## src/rtl/news_vend_pkg.sv

```systemverilog
// Shared types and constants for the newspaper vending transaction controller.
// The optional seven-segment display (NEWS_VEND_SSD_EN) uses the SEG_* constants.
package news_vend_pkg;

  typedef enum logic [2:0] {
    ST_IDLE     = 3'd0,
    ST_COLLECT  = 3'd1,
    ST_DISPENSE = 3'd2,
    ST_CHANGE   = 3'd3,
    ST_REFUND   = 3'd4
  } state_e;

  localparam logic [1:0] COIN_NONE = 2'b00;
  localparam logic [1:0] COIN_HALF = 2'b01;
  localparam logic [1:0] COIN_ONE  = 2'b10;

  localparam int STAR    = 0;
  localparam int STRAITS = 1;

  // Segment order is {g,f,e,d,c,b,a}
  localparam logic [6:0] SEG_0     = 7'b0111111;
  localparam logic [6:0] SEG_1     = 7'b0000110;
  localparam logic [6:0] SEG_2     = 7'b1011011;
  localparam logic [6:0] SEG_3     = 7'b1001111;
  localparam logic [6:0] SEG_4     = 7'b1100110;
  localparam logic [6:0] SEG_5     = 7'b1101101;
  localparam logic [6:0] SEG_6     = 7'b1111101;
  localparam logic [6:0] SEG_7     = 7'b0000111;
  localparam logic [6:0] SEG_8     = 7'b1111111;
  localparam logic [6:0] SEG_9     = 7'b1101111;
  localparam logic [6:0] SEG_BLANK = 7'b0000000;

  // Credit value of one coin code in 0.5 Rs units; invalid code counts as nothing
  function automatic logic [3:0] coin_value(input logic [1:0] code);
    logic [3:0] val;
    case (code)
      COIN_HALF: val = 4'd1;
      COIN_ONE:  val = 4'd2;
      default:   val = 4'd0;
    endcase
    return val;
  endfunction

endpackage

```

## src/rtl/news_ssd_dec.sv

```systemverilog
// Combinational 4-bit value to seven-segment decoder; values above 9 are blank.
// Only instantiated when NEWS_VEND_SSD_EN is defined.
module news_ssd_dec
  import news_vend_pkg::*;
(
  input  logic [3:0] digit_i,
  output logic [6:0] seg_o
);

  always_comb begin
    seg_o = SEG_BLANK;
    case (digit_i)
      4'd0:    seg_o = SEG_0;
      4'd1:    seg_o = SEG_1;
      4'd2:    seg_o = SEG_2;
      4'd3:    seg_o = SEG_3;
      4'd4:    seg_o = SEG_4;
      4'd5:    seg_o = SEG_5;
      4'd6:    seg_o = SEG_6;
      4'd7:    seg_o = SEG_7;
      4'd8:    seg_o = SEG_8;
      4'd9:    seg_o = SEG_9;
      default: seg_o = SEG_BLANK;
    endcase
  end

endmodule

```

## src/rtl/news_vend_ctrl.sv

```systemverilog
// Transaction controller for the newspaper vending machine: arbitration, coin
// collection, dispense, change/refund. NEWS_VEND_SSD_EN adds the amount-due display.
//
// state       | meaning
// ST_IDLE     | no transaction; round-robin arbitration of req_i
// ST_COLLECT  | accepting coins for the granted product, timeout running
// ST_DISPENSE | dispense/green/buzzer pulse for PULSE_CYC cycles
// ST_CHANGE   | returning surplus credit one 0.5 Rs pulse at a time
// ST_REFUND   | timeout abort: red_led pulse plus returning all credit
module news_vend_ctrl
  import news_vend_pkg::*;
#(
  parameter int PRICE_HALVES = 3,
  parameter int TIMEOUT_CYC  = 1000,
  parameter int PULSE_CYC    = 4
) (
  input  logic       clk,
  input  logic       rst,
  input  logic [1:0] req_i,
  input  logic [1:0] coin_i,
  output logic [1:0] grant_o,
  output logic       coin_accept_o,
  output logic [3:0] credit_o,
  output logic [1:0] disp_o,
  output logic       green_led_o,
  output logic       buzzer_o,
  output logic       red_led_o,
  output logic       change_out_o
`ifdef NEWS_VEND_SSD_EN
  ,
  output logic [6:0] ssd_o
`endif
);

  localparam int TW = $clog2(TIMEOUT_CYC + 1);
  localparam int PW = $clog2(PULSE_CYC + 1);
  localparam logic [TW-1:0] TMO_LOAD   = TW'(TIMEOUT_CYC - 1);
  localparam logic [PW-1:0] PULSE_LOAD = PW'(PULSE_CYC - 1);
  localparam logic [3:0]    PRICE      = 4'(PRICE_HALVES);

  state_e        state_q, state_d;
  logic [1:0]    grant_q, grant_d;
  logic [3:0]    credit_q, credit_d;
  logic          last_q, last_d;      // 1: straits served last
  logic [TW-1:0] tmo_q, tmo_d;
  logic [PW-1:0] pcnt_q, pcnt_d;
  logic          prun_q, prun_d;
  logic          phase_q, phase_d;    // 0: pulse half, 1: gap half of a change pulse
  logic [3:0]    coin_val;
  logic [3:0]    sum;

  always_ff @(posedge clk) begin
    if (rst) begin
      state_q  <= ST_IDLE;
      grant_q  <= '0;
      credit_q <= '0;
      last_q   <= 1'b1;
      tmo_q    <= '0;
      pcnt_q   <= '0;
      prun_q   <= 1'b0;
      phase_q  <= 1'b0;
    end else begin
      state_q  <= state_d;
      grant_q  <= grant_d;
      credit_q <= credit_d;
      last_q   <= last_d;
      tmo_q    <= tmo_d;
      pcnt_q   <= pcnt_d;
      prun_q   <= prun_d;
      phase_q  <= phase_d;
    end
  end

  always_comb begin
    state_d  = state_q;
    grant_d  = grant_q;
    credit_d = credit_q;
    last_d   = last_q;
    tmo_d    = tmo_q;
    pcnt_d   = pcnt_q;
    prun_d   = prun_q;
    phase_d  = phase_q;
    coin_val = coin_value(coin_i);
    sum      = credit_q + coin_val;

    // Pulse timer shared by the dispense and red_led pulses
    if (prun_q) begin
      if (pcnt_q == '0) prun_d = 1'b0;
      else              pcnt_d = pcnt_q - PW'(1);
    end

    case (state_q)
      ST_IDLE: begin
        credit_d = '0;
        grant_d  = '0;
        if (req_i != 2'b00) begin
          state_d = ST_COLLECT;
          tmo_d   = TMO_LOAD;
          if (req_i == 2'b01 || (req_i == 2'b11 && last_q))
            grant_d[STAR] = 1'b1;
          else
            grant_d[STRAITS] = 1'b1;
        end
      end

      ST_COLLECT: begin
        if (coin_val != 4'd0) begin
          tmo_d = TMO_LOAD;
          if (sum >= PRICE) begin
            credit_d = sum - PRICE;
            state_d  = ST_DISPENSE;
            pcnt_d   = PULSE_LOAD;
            prun_d   = 1'b1;
            last_d   = grant_q[STRAITS];
          end else begin
            credit_d = sum;
          end
        end else if (tmo_q == '0) begin
          if (credit_q != 4'd0) begin
            state_d = ST_REFUND;
            pcnt_d  = PULSE_LOAD;
            prun_d  = 1'b1;
            phase_d = 1'b0;
          end else begin
            state_d = ST_IDLE;
            grant_d = '0;
          end
        end else begin
          tmo_d = tmo_q - TW'(1);
        end
      end

      ST_DISPENSE: begin
        if (pcnt_q == '0) begin
          phase_d = 1'b0;
          if (credit_q != 4'd0) begin
            state_d = ST_CHANGE;
          end else begin
            state_d = ST_IDLE;
            grant_d = '0;
          end
        end
      end

      ST_CHANGE, ST_REFUND: begin
        // Refund also waits for the red_led pulse to finish before releasing
        if (credit_q == 4'd0) begin
          if (state_q == ST_CHANGE || !prun_q) begin
            state_d = ST_IDLE;
            grant_d = '0;
          end
        end else if (!phase_q) begin
          credit_d = credit_q - 4'd1;
          phase_d  = 1'b1;
        end else begin
          phase_d = 1'b0;
        end
      end

      default: begin
        state_d = ST_IDLE;
        grant_d = '0;
      end
    endcase
  end

  assign grant_o       = grant_q;
  assign coin_accept_o = (state_q == ST_COLLECT);
  assign credit_o      = credit_q;
  assign disp_o        = (state_q == ST_DISPENSE) ? grant_q : 2'b00;
  assign green_led_o   = (state_q == ST_DISPENSE);
  assign buzzer_o      = (state_q == ST_DISPENSE);
  assign red_led_o     = (state_q == ST_REFUND) && prun_q;
  assign change_out_o  = (state_q == ST_CHANGE || state_q == ST_REFUND) &&
                         !phase_q && (credit_q != 4'd0);

`ifdef NEWS_VEND_SSD_EN
  logic [3:0] due;
  logic [6:0] seg;

  assign due = PRICE - credit_q;

  news_ssd_dec u_ssd_dec (
    .digit_i (due),
    .seg_o   (seg)
  );

  assign ssd_o = (state_q == ST_COLLECT) ? seg : SEG_BLANK;
`endif

endmodule
```

## config.mk

```make
export PLATFORM = sky130hd
export DESIGN_NAME = news_vend_ctrl
export DESIGN_NICKNAME = d
export VERILOG_FILES = /design/src/rtl/news_vend_pkg.sv /design/src/rtl/news_ssd_dec.sv /design/src/rtl/news_vend_ctrl.sv
export SDC_FILE = /design/constraint.sdc
export NUM_CORES = 1
export LEC_CHECK = 0
export BUFFER_PORTS_ARGS = -buffer_cell sky130_fd_sc_hd__buf_2
export CAP_MARGIN = 5
export CORE_MARGIN = 2
export CORE_UTILIZATION = 48
export CTS_BUF_LIST = sky130_fd_sc_hd__clkbuf_16
export CTS_CLUSTER_SIZE = 40
export DETAILED_ROUTE_END_ITERATION = 8
export PLACE_DENSITY = 0.72
export SYNTH_ARGS = -nofsm -noshare
export SYNTH_HDL_FRONTEND = slang
export SYNTH_SLANG_ARGS = --single-unit
```

## constraint.sdc

```tcl
create_clock -name clk -period 6.2 [get_ports clk]
set_input_delay 0.62 -clock clk [delete_from_list [all_inputs] [get_ports clk]]
set_output_delay 0.62 -clock clk [all_outputs]
set_load 0.01 [all_outputs]
```

==> results.txt <==
H-Tree Depth = 1
Clk slew on worst S/H paths = 0.07 ns
Critical Path Sink Type = flop
Sw frac = 0.3802
Gpl congestion = 0.8050
CP max stage cell = a211oi_1
CORE AREA = 3416 um^2
Leak pwr = 0.7761 nW
Pwr dens = 303.4 nW/um^2
Final core utilization = 0.5593
Top FF cell, synth = dfxtp_1
I/O pin cnt = 19
Unrepaired setup endpoints after global routing = false
Final Max Slew Viols = 0
1st-iter DRT viols = 67
DRC = 0
Critical Path Fanout Max = 4
Crit path DAT = 2.86 ns
Final hold vios = 0
Global-route wire length before repair = 6748 um
Maximum Capacitance Violations = 0
Sw power = 220.4 uW
Initial antenna violation count = 0
Post-Route Setup TNS = 0 ns
Filler cell count = 338
WP buf/inv = 4
Fmax = 0.3666 GHz
I/O Buffers = 18
1st-pass router iterations = 4
Async SR Flop Fraction = 0
Synth top area share = 0.2882
Internal power = 359.3 uW
Gr usage total = 0.2006
Status = finished, final reports clean
Critical path class = in2reg
Delay-heaviest family, CP = adder cells
Post-CTS resize count = 0
# clock sinks = 25
Post-synth EDFFs = 0
Synth Cell Area = 1737 um^2
Type of origin of the critical path = primary input
Worst hold path type = reg2reg
Clk network pwr share = 0.254
Cell accounting for the most synthesized area = dfxtp_1
Die footprint = 4115 um^2
Headroom to the max-slew limit = 0.5880
Num CTS Buffers = 3
YS warnings = 0
Starting Density = 0.5084
Layout cell share with drive strength beyond 1 = 0.1379
Die width = 64.15 um
Least-Margin Pin Slew = 0.6134 ns
FF+latch count, synth = 25
Post-Syn Nets = 239
CP max stage delay = 0.46 ns
Area occupied by multi-input gates = 1130 um^2
Layout Nets = 249
Post-DP HPWL = 2666 um
Final Cycle Share = 0.4400
Drt wl/cell = 13.29 um
Clock Skews = 0.001700 ns
Logic pwr share = 0.378
Hold_buf cts = 0
Ranking of synthesized cells by area = dfxtp_1 (29%), ha_1 (6.5%), a21oi_1 (5.8%)
DRT Wirelength = 3694 um
CTS Buffer Depth = 2
Setup Viol. Count Final = 0
Area Overhead vs Synth = 10.01%
Antenna cells = 0
DR vias/cell = 5.820
Clock root cell = clkbuf_16
Reg power frac = 0.368
Register area = 500.5 um^2
Tmin final = 2.728 ns
Die span in y = 64.15 um
ANT nets after route = 0
Latest clock arrival within the worst-skew pair = 0.26 ns
Maximum vdd drop = 0.00009730 V
Setup bufs post-CTS = 0
Register area share after synthesis = 0.2882
Critical Path, Cell by Cell = buf_2 -> inv_1 -> ha_1 -> ha_1 -> inv_1 -> fa_1 -> inv_1 -> ha_1 -> nor2_1 -> a211oi_1 -> a21oi_1 -> nor3b_1
Rows = 21
Synth Instances = 223
Number of global-route vias before repair = 1,554
Mean post-synth cell area = 7.788 um^2
Largest net degree at the start of global routing = 28
GRT Residual Overflow = 0
Via count = 1,618
CP Data Required Time = 6.33 ns
CTS tree = yes
Netlist cell types = 51
[path summary, 6_finish.rpt]
check	from	endpoint	slack [ns]	cells after the start
worst max-delay path	coin_i[1]	pcnt_q[2]$_SDFF_PP0_	3.47	12
worst min-delay path	grant_o[0]$_SDFFE_PP0P_	grant_o[0]$_SDFFE_PP0P_	0.51	2
worst max register to register	credit_o[0]$_SDFFE_PP0P_	pcnt_q[2]$_SDFF_PP0_	3.66	9
worst min register to register	grant_o[0]$_SDFFE_PP0P_	grant_o[0]$_SDFFE_PP0P_	0.51	2
[per-layer routing]
layer / up-vias / wire (um) / track usage
met5: - / 0 / 0
met4: 0 / 53 / 0.07713
met3: 5 / 138 / 0.01761
met2: 28 / 1651 / 0.3255
met1: 763 / 1850 / 0.2756
li1: 822 / - / -
[logic make-up after synthesis]
kind of cell | count (synthesis) | share of synthesized area
flops | 25 | 0.2882
compound gates | 56 | 0.2154
xor+xnor | 9 | 0.04539
fa+ha+maj | 10 | 0.07637
simple gates | 96 | 0.3134
buf+inv | 27 | 0.06124
[final cells by class]
type | count | area share
Multi-Input combinational cell | 171 | 0.5914
Sequential cell | 25 | 0.2620
Timing Repair Buffer | 18 | 0.04715
Clock buffer | 3 | 0.03929
Tap cell | 46 | 0.03012
Inverter | 14 | 0.02750
Clock inverter | 1 | 0.002620
[worst min-delay path: stages, from the launching register on]
cell	delay [ns]
dfxtp_1	0.32
o21ai_0	0.07
a21oi_1	0.07
[power groups by stage]
stage	clock network [mW]	registers (mW)	logic [mW]
after floorplan	0	0.204	0.182
after detailed placement	0	0.216	0.217
after global placement	0	0.216	0.214
after global routing	0.155	0.218	0.249
final	0.148	0.213	0.219
after CTS	0.150	0.213	0.218
[per-stage QoR]
| stage | power [mW] | instance area [um^2] | worst slack, ns | hold slack, ns | instances |
|---|---|---|---|---|---|
| floorplan | 0.3861 | 1737 | 3.608 | 0.4602 | 223 |
| global placement | 0.4300 | 1831 | 3.306 | 0.4880 | 274 |
| detailed placement | 0.4329 | 1831 | 3.248 | 0.4851 | 274 |
| CTS | 0.5808 | 1911 | 3.505 | 0.5045 | 278 |
| global route | 0.6217 | 1911 | 3.345 | 0.5376 | 278 |
| finish | 0.5797 | 1911 | 3.472 | 0.5067 | 278 |
[state kept, by name, summed over array words and instances (netlist names)]
| register | cells |
|---|---|
| tmo_q | 10 |
| credit_o | 4 |
| pcnt_q | 3 |
| state_q | 3 |
| grant_o | 2 |
| last_q | 1 |
| phase_q | 1 |
| prun_q | 1 |
[placed cells by master (no fill, tap or decap), drive strengths merged, types with 6 or more instances in the layout]
master,netlist,routed
inv,14,14
nand2,12,12
dfxtp,25,25
nor2,27,27
ha,9,9
nor3,14,14
o21ai,8,8
a211oi,8,8
nand3,6,6
xnor2,9,9
buf,2,18
a21oi,20,20
[synth_stat cells (all sizes together) (2+ instances only)]
cell     n
a211o    2
a211oi   8
a21o     3
a21oi   20
a31oi    3
and2     3
and3     4
buf      2
clkbuf  11
dfxtp   25
ha       9
inv     14
nand2   12
nand2b   4
nand3    6
nand3b   2
nand4    4
nor2    27
nor2b    3
nor3    14
nor3b    3
nor4     4
nor4b    2
o211ai   2
o21ai    8
or3      2
xnor2    9
Power figures use the tool's default switching activity.
